===== src/rtl/booth_r4_seq_mult_pkg.sv =====
// Shared types and constant helpers for the radix-4 Booth sequential multiplier.
package booth_pkg;

    typedef enum logic [1:0] {
        IDLE = 2'd0,
        RUN  = 2'd1,
        DONE = 2'd2
    } state_e;

    typedef enum logic [2:0] {
        ZERO = 3'd0,
        PM   = 3'd1,
        P2M  = 3'd2,
        NM   = 3'd3,
        N2M  = 3'd4
    } digit_e;

    // Number of radix-4 digits needed for a width-bit operand (two extension bits included).
    function automatic int ndig(input int width);
        return width / 2 + 1;
    endfunction

    // Number of RUN cycles when d digits are retired per cycle.
    function automatic int ncyc(input int width, input int d);
        return (ndig(width) + d - 1) / d;
    endfunction

    // Map a multiplier bit triplet {q[2i+1], q[2i], q[2i-1]} to its Booth digit.
    function automatic digit_e booth_enc(input logic [2:0] trip);
        digit_e dig;
        case (trip)
            3'b000, 3'b111: dig = ZERO;
            3'b001, 3'b010: dig = PM;
            3'b011:         dig = P2M;
            3'b100:         dig = N2M;
            3'b101, 3'b110: dig = NM;
            default:        dig = ZERO;
        endcase
        return dig;
    endfunction

endpackage


===== src/rtl/booth_r4_seq_mult_if.sv =====
// Operand / product handshake bundle of the Booth multiplier.
interface booth_r4_seq_mult_if #(
    parameter int WIDTH = 32
) ();
    logic                 in_valid;
    logic                 in_ready;
    logic                 in_sign;
    logic [WIDTH-1:0]     in_multiplicand;
    logic [WIDTH-1:0]     in_multiplier;
    logic                 out_valid;
    logic                 out_ready;
    logic [2*WIDTH-1:0]   out_product;

    modport master (
        output in_valid, in_sign, in_multiplicand, in_multiplier, out_ready,
        input  in_ready, out_valid, out_product
    );

    modport slave (
        input  in_valid, in_sign, in_multiplicand, in_multiplier, out_ready,
        output in_ready, out_valid, out_product
    );
endinterface


===== src/rtl/booth_r4_seq_mult_pp_gen.sv =====
// One radix-4 Booth partial product: selects 0, +-M or +-2M from a multiplier triplet.
module booth_r4_pp_gen
    import booth_pkg::*;
#(
    parameter int WIDTH = 32
) (
    input  logic [WIDTH:0]   m_ext_i,
    input  logic [2:0]       trip_i,
    output logic [WIDTH+1:0] pp_o
);
    logic [WIDTH+1:0] m1_s;
    logic [WIDTH+1:0] m2_s;

    // M and 2M widened to the partial-product width (M is already sign/zero extended).
    assign m1_s = {m_ext_i[WIDTH], m_ext_i};
    assign m2_s = {m_ext_i, 1'b0};

    // Pick the signed multiple of M encoded by the digit.
    always_comb begin
        pp_o = '0;
        case (booth_enc(trip_i))
            ZERO:    pp_o = '0;
            PM:      pp_o = m1_s;
            P2M:     pp_o = m2_s;
            NM:      pp_o = ~m1_s + {{(WIDTH + 1){1'b0}}, 1'b1};
            N2M:     pp_o = ~m2_s + {{(WIDTH + 1){1'b0}}, 1'b1};
            default: pp_o = '0;
        endcase
    end
endmodule


===== src/rtl/booth_r4_seq_mult.sv =====
// Iterative radix-4 Booth multiplier retiring DIGITS_PER_CYCLE digits per RUN cycle.
module booth_r4_seq_mult
    import booth_pkg::*;
#(
    parameter int WIDTH            = 32,
    parameter int DIGITS_PER_CYCLE = 1
) (
    input  logic              clk,
    input  logic              rst_n,
    booth_r4_seq_mult_if.slave bus,
    output logic              busy
);
    localparam int D    = DIGITS_PER_CYCLE;
    localparam int NCYC = ncyc(WIDTH, D);
    // Shifted multiplier: appended 0, W bits, extension; padded so the last cycle has D triplets.
    localparam int QW   = 2 * NCYC * D + 1;
    localparam int CW   = (NCYC > 1) ? $clog2(NCYC + 1) : 1;
    localparam int PW   = 2 * WIDTH;

    state_e          state_q, state_d;
    logic [CW-1:0]   cnt_q, cnt_d;
    logic [WIDTH:0]  m_ext_q, m_ext_d;
    logic [QW-1:0]   q_sh_q, q_sh_d;
    logic [PW-1:0]   acc_q, acc_d;
    logic [PW-1:0]   prod_q, prod_d;
    logic [PW-1:0]   sum_s;
    logic            in_ready_q, in_ready_d;
    logic            out_valid_q, out_valid_d;
    logic            busy_q, busy_d;
    logic            accept_s;
    logic            last_s;

    logic [2:0]       trip_s [D];
    logic [WIDTH+1:0] pp_s   [D];
    logic [PW-1:0]    wpp_s  [D];

    assign accept_s = (state_q == IDLE) && bus.in_valid;
    assign last_s   = (state_q == RUN) && (cnt_q == CW'(NCYC - 1));

    // Digit j of this cycle is global digit cnt*D+j, weighted by 4^(cnt*D+j).
    // Padding above the extended multiplier repeats its top bit, so surplus digits decode to zero.
    for (genvar j = 0; j < D; j++) begin : g_dig
        assign trip_s[j] = q_sh_q[2*j+2 -: 3];
        booth_r4_pp_gen #(.WIDTH(WIDTH)) u_pp (
            .m_ext_i (m_ext_q),
            .trip_i  (trip_s[j]),
            .pp_o    (pp_s[j])
        );
        assign wpp_s[j] = {{(PW - WIDTH - 2){pp_s[j][WIDTH+1]}}, pp_s[j]}
                          << (32'(cnt_q) * 32'(2 * D) + 32'(2 * j));
    end

    // Accumulator plus this cycle's weighted partial products, modulo 2^(2W).
    always_comb begin
        sum_s = acc_q;
        for (int j = 0; j < D; j++) begin
            sum_s = sum_s + wpp_s[j];
        end
    end

    // State register.
    always_ff @(posedge clk or negedge rst_n) begin
        if (!rst_n) begin
            state_q <= IDLE;
        end else begin
            state_q <= state_d;
        end
    end

    // Next-state logic: IDLE -> RUN on accept, RUN -> DONE after NCYC cycles, DONE -> IDLE on handoff.
    always_comb begin
        state_d = state_q;
        case (state_q)
            IDLE: begin
                if (accept_s) state_d = RUN;
                else          state_d = IDLE;
            end
            RUN: begin
                if (last_s) state_d = DONE;
                else        state_d = RUN;
            end
            DONE: begin
                if (out_valid_q && bus.out_ready) state_d = IDLE;
                else                              state_d = DONE;
            end
            default: state_d = IDLE;
        endcase
    end

    // Handshake outputs follow the state being entered so they can be registered.
    always_comb begin
        in_ready_d  = (state_d == IDLE);
        out_valid_d = (state_d == DONE);
        busy_d      = (state_d != IDLE);
    end

    // Datapath next state: capture operands on accept, accumulate and shift while running.
    always_comb begin
        m_ext_d = m_ext_q;
        q_sh_d  = q_sh_q;
        acc_d   = acc_q;
        cnt_d   = cnt_q;
        prod_d  = prod_q;
        case (state_q)
            IDLE: begin
                if (accept_s) begin
                    m_ext_d = {bus.in_sign & bus.in_multiplicand[WIDTH-1], bus.in_multiplicand};
                    q_sh_d  = {{(QW - WIDTH - 1){bus.in_sign & bus.in_multiplier[WIDTH-1]}},
                               bus.in_multiplier, 1'b0};
                    acc_d   = '0;
                    cnt_d   = '0;
                end else begin
                    acc_d   = acc_q;
                end
            end
            RUN: begin
                acc_d  = sum_s;
                cnt_d  = cnt_q + CW'(1);
                q_sh_d = $signed(q_sh_q) >>> (2 * D);
                if (last_s) prod_d = sum_s;
                else        prod_d = prod_q;
            end
            DONE:    prod_d = prod_q;
            default: prod_d = prod_q;
        endcase
    end

    // Datapath and registered output flops.
    always_ff @(posedge clk or negedge rst_n) begin
        if (!rst_n) begin
            m_ext_q     <= '0;
            q_sh_q      <= '0;
            acc_q       <= '0;
            cnt_q       <= '0;
            prod_q      <= '0;
            in_ready_q  <= 1'b1;
            out_valid_q <= 1'b0;
            busy_q      <= 1'b0;
        end else begin
            m_ext_q     <= m_ext_d;
            q_sh_q      <= q_sh_d;
            acc_q       <= acc_d;
            cnt_q       <= cnt_d;
            prod_q      <= prod_d;
            in_ready_q  <= in_ready_d;
            out_valid_q <= out_valid_d;
            busy_q      <= busy_d;
        end
    end

    assign bus.in_ready    = in_ready_q;
    assign bus.out_valid   = out_valid_q;
    assign bus.out_product = prod_q;
    assign busy            = busy_q;
endmodule


===== src/flat_wrapper.sv =====
// flat-port wrapper written by rule: the top's interface ports become plain ports
module booth_r4_seq_mult_flat import booth_pkg::*;
#(
    parameter int WIDTH            = 32,
    parameter int DIGITS_PER_CYCLE = 1
)
  (clk, rst_n, busy, bus_in_valid, bus_in_sign, bus_in_multiplicand, bus_in_multiplier, bus_out_ready, bus_in_ready, bus_out_valid, bus_out_product);
  booth_r4_seq_mult_if #(.WIDTH(WIDTH)) bus_i ();
  input  logic clk;
  input  logic rst_n;
  output logic busy;
  input wire logic [$bits(bus_i.in_valid)-1:0] bus_in_valid;
  input wire logic [$bits(bus_i.in_sign)-1:0] bus_in_sign;
  input wire logic [$bits(bus_i.in_multiplicand)-1:0] bus_in_multiplicand;
  input wire logic [$bits(bus_i.in_multiplier)-1:0] bus_in_multiplier;
  input wire logic [$bits(bus_i.out_ready)-1:0] bus_out_ready;
  output wire logic [$bits(bus_i.in_ready)-1:0] bus_in_ready;
  output wire logic [$bits(bus_i.out_valid)-1:0] bus_out_valid;
  output wire logic [$bits(bus_i.out_product)-1:0] bus_out_product;
  assign bus_i.in_valid = bus_in_valid;
  assign bus_i.in_sign = bus_in_sign;
  assign bus_i.in_multiplicand = bus_in_multiplicand;
  assign bus_i.in_multiplier = bus_in_multiplier;
  assign bus_i.out_ready = bus_out_ready;
  assign bus_in_ready = bus_i.in_ready;
  assign bus_out_valid = bus_i.out_valid;
  assign bus_out_product = bus_i.out_product;
  booth_r4_seq_mult #(.WIDTH(WIDTH), .DIGITS_PER_CYCLE(DIGITS_PER_CYCLE)) u_core (.clk(clk), .rst_n(rst_n), .bus(bus_i), .busy(busy));
endmodule

===== config.mk =====
export PLATFORM = sky130hd
export DESIGN_NAME = booth_r4_seq_mult_flat
export DESIGN_NICKNAME = d
export VERILOG_FILES = /design/src/rtl/booth_r4_seq_mult_pkg.sv /design/src/rtl/booth_r4_seq_mult_if.sv /design/src/rtl/booth_r4_seq_mult_pp_gen.sv /design/src/rtl/booth_r4_seq_mult.sv /design/src/flat_wrapper.sv
export SDC_FILE = /design/constraint.sdc
export NUM_CORES = 1
export LEC_CHECK = 0
export CAP_MARGIN = 40
export CORE_ASPECT_RATIO = 1.25
export CORE_MARGIN = 8
export CORE_UTILIZATION = 60
export CTS_CLUSTER_SIZE = 24
export DETAILED_ROUTE_END_ITERATION = 10
export PLACE_DENSITY = 0.86
export SLEW_MARGIN = 20
export SYNTH_ARGS = -nofsm -noshare
export SYNTH_HDL_FRONTEND = slang
export SYNTH_SLANG_ARGS = --single-unit
export TNS_END_PERCENT = 100

===== constraint.sdc =====
create_clock -name clk -period 6.85 [get_ports clk]
set_clock_uncertainty 0.1 [all_clocks]
set_input_delay 2.055 -clock clk [delete_from_list [all_inputs] [get_ports clk]]
set_output_delay 2.055 -clock clk [all_outputs]
set_load 0.01 [all_outputs]

==> flow_summary.yaml <==
run_status:
  status: "completed"
floorplan:
  coreArea_um2: 25900
  initial_utilization_pct: 60.8
  ios: 136
  die_height_um: 197
  rows: 66
  die_area_um2: 31800
  fp.dieW_um: 161
critical_path:
  criticalPathCategory: "flip-flop to flip-flop"
  r2r_start: "u_core.m_ext_q[0]$_DFFE_PN0P_"
  worstSetupStartpoint: "u_core.m_ext_q[0]$_DFFE_PN0P_"
  crit_path_frequent_cell: "a21oi_1"
  crit_arrival_ns: 6.81
  path_max_fanout: 4
  slowest_stage: "or4b_1"
  end_kind: "flip-flop"
  startpoint_type: "flip-flop"
  max_stage_delay_ns: 0.52
  required_ns: 7.16
synth:
  syn_avg_cell_area_um2: 8.08
  synth_common_cells: "nand2_1 (347), dfrtp_1 (205), o21ai_0 (137), clkbuf_1 (131), nor2_1 (131)"
  yosys_register_bits: 206
  synth_cell_type_count: 87
  syn_inst: 1951
  yosysTopAreaCellShare_pct: 32.5
  synth_fp_nets: 2089
  synth.area.top_cells: "dfrtp_1 (33%), nand2_1 (8.3%), ha_1 (5.4%)"
  synth.most_common_cell: "nand2_1"
  yosysWarnings: 0
  synth_area_um2: 15800
  yosysTopAreaCell: "dfrtp_1"
  synthArstFlopShare_pct: 100
  synth_edf_count: 0
  ys_seq_area_share_pct: 32.7
  ys.flop_type: "dfrtp_1"
route:
  drtIter0Drc: 1536
  vias_per_cell: 6.61
  drt_wl_total_um: 54300
  drc: 0
  ant_nets: 0
  vias: 16400
  post_drt_wl_per_cell_um: 22.0
  first_pass_iters: 6
timing:
  period_share_pct: 94.9
  hold_viol: 0
  slew_viol_final: 0
  hold_slack_ns: 0.373
  tightestPinTransition_ns: 0.866
  fmax_mhz: 154
  setup_viol: 0
  maxSlewHeadroom_pct: 41.5
  period_needed_ns: 6.50
cells_and_area:
  design_area_um2: 19100
  fillerInstances: 2010
  nets: 2256
  synthToLayoutAreaGrowth_pct: 21.3
  antennaDiodeCount: 0
  final_layout_size_suffix_gt1_share_pct: 12.7
global_routing:
  grt_antenna_before_repair: 0
  grt-ovfl-total: 0
  grt_pass1_vias: 16300
  grt_pass1_wl_um: 86700
  grt_max_degree: 105
  grt_use_total_pct: 33.3
cts:
  clock_latency_ns: 0.53
  hold_buffers: 0
  clockRootBuffer: "clkbuf_16"
  cts_buffer_depth: 3
  cts.clk_slew.worst_paths_ns: 0.07
  cts_htree_levels: 1
  cts_made_buffers: 23
  tritoncts: "yes"
  cts.sinks: 206
hold_path:
  min_from: "u_core.bus.out_product[10]$_DFFE_PN0P_"
  hp-class: "flip-flop to flip-flop"
place:
  io_buffers: 135
  placed_area_um2: 18200
  place.gp.congestion: 1.02
  dp_hpwl_um: 39600
run:
  maxCapViolCount: 0
## area by class of cell
type                    instances  area, µm²  area share (%)
well taps                     340        425            2.23
clock buffers                  27        631            3.30
inverters                      34        128           0.668
multi-input cells            1559       9990            52.2
repair buffers                294       2600            13.6
clock inverters                14        190           0.995
flip-flops and latches        206       5160            27.0
## layout by cell type, fill, tap and decap left out, drive strengths merged, types with 9 or more instances in the layout
cell and instances:
nand2 347, dfrtp 205, buf 159, o21ai 138, clkdlybuf4s50 134, nor2 132, a21oi 124, a22oi 78
ha 68, mux2i 60, a22o 58, a21o 52, xnor2 44, inv 35, nor3 31, xor2 29
clkbuf 28, nand3 25, nand4 24, mux2 23, a31oi 22, o211ai 21, or3 20, o22ai 20
and3 18, and2 18, a211oi 17, nor4 16, or2 13, nand2b 12, o311ai 11, o31ai 10
nor2b 9
## state kept, by name, indices dropped and copies added (netlist names)
signal,flops
u_core.bus.out_valid,1
u_core.q_sh_q,35
u_core.state_q,2
u_core.bus.out_product,64
u_core.cnt_q,5
u_core.busy,1
u_core.bus.in_ready,1
u_core.m_ext_q,33
u_core.acc_q,64
## critical path, delay by kind of cell, from the launching register on
| kind | cells | cell delay, ns |
|---|---|---|
| AO/OA/AOI/OAI | 13 | 2.86 |
| AND/OR/NAND/NOR | 6 | 1.68 |
| adder cells (fa/ha/maj) | 2 | 0.49 |
| buffers and inverters | 3 | 0.47 |
| flip-flops | 1 | 0.38 |
| multiplexers | 1 | 0.27 |
| XOR/XNOR | 1 | 0.14 |
## repair_timing
item	in CTS	in global routing
setup endpoints to repair	0	23
gates resized for setup	0	19
setup buffers	0	3
## metal layers
| metal | vias up | routed length (µm) | global-route usage [%] |
|---|---|---|---|
| li1 | 7482 | - | - |
| met1 | 7779 | 20400 | 38.8 |
| met2 | 868 | 26300 | 57.2 |
| met3 | 234 | 4190 | 5.46 |
| met4 | 0 | 3460 | 19.6 |
| met5 | - | 0 | 0 |
## cell families after synthesis
family | count (synthesis) | share of synthesized area [%]
and+or+nand+nor | 690 | 20.0
AOI/OAI and AO/OA | 643 | 27.6
DFF | 206 | 32.7
buffers and inverters | 186 | 4.47
muxes | 84 | 5.64
xor gates and xnor gates | 73 | 4.06
adders and majority gates | 69 | 5.52
## per-stage QoR
stage          util, %  TNS [ns]  instances  setup WS, ns
2_1_floorplan        -         0       1951         0.907
3_3_place_gp      70.1         0       2428         0.149
3_5_place_dp      70.2         0       2429        0.0658
4_1_cts           73.3         0       2470        0.0113
5_1_grt           73.7  -0.00332       2474      -0.00332
6_report          73.7         0       2474         0.350
## worst paths after layout
check / endpoint / slack, ns / cells past startpoint
min: u_core.bus.out_product[10]$_DFFE_PN0P_ / 0.37 / 2
min reg2reg: u_core.bus.out_product[10]$_DFFE_PN0P_ / 0.37 / 2
max in group asynchronous: u_core.acc_q[24]$_DFFE_PN0P_ / 4.50 / 2
max: u_core.bus.out_product[62]$_DFFE_PN0P_ / 0.35 / 26
max reg2reg: u_core.bus.out_product[62]$_DFFE_PN0P_ / 0.35 / 26
min in group asynchronous: u_core.q_sh_q[25]$_DFFE_PN0P_ / 1.30 / 1
Power is not shown: default switching activity piles up to over one toggle a cycle in this logic, so the estimate is an artifact.
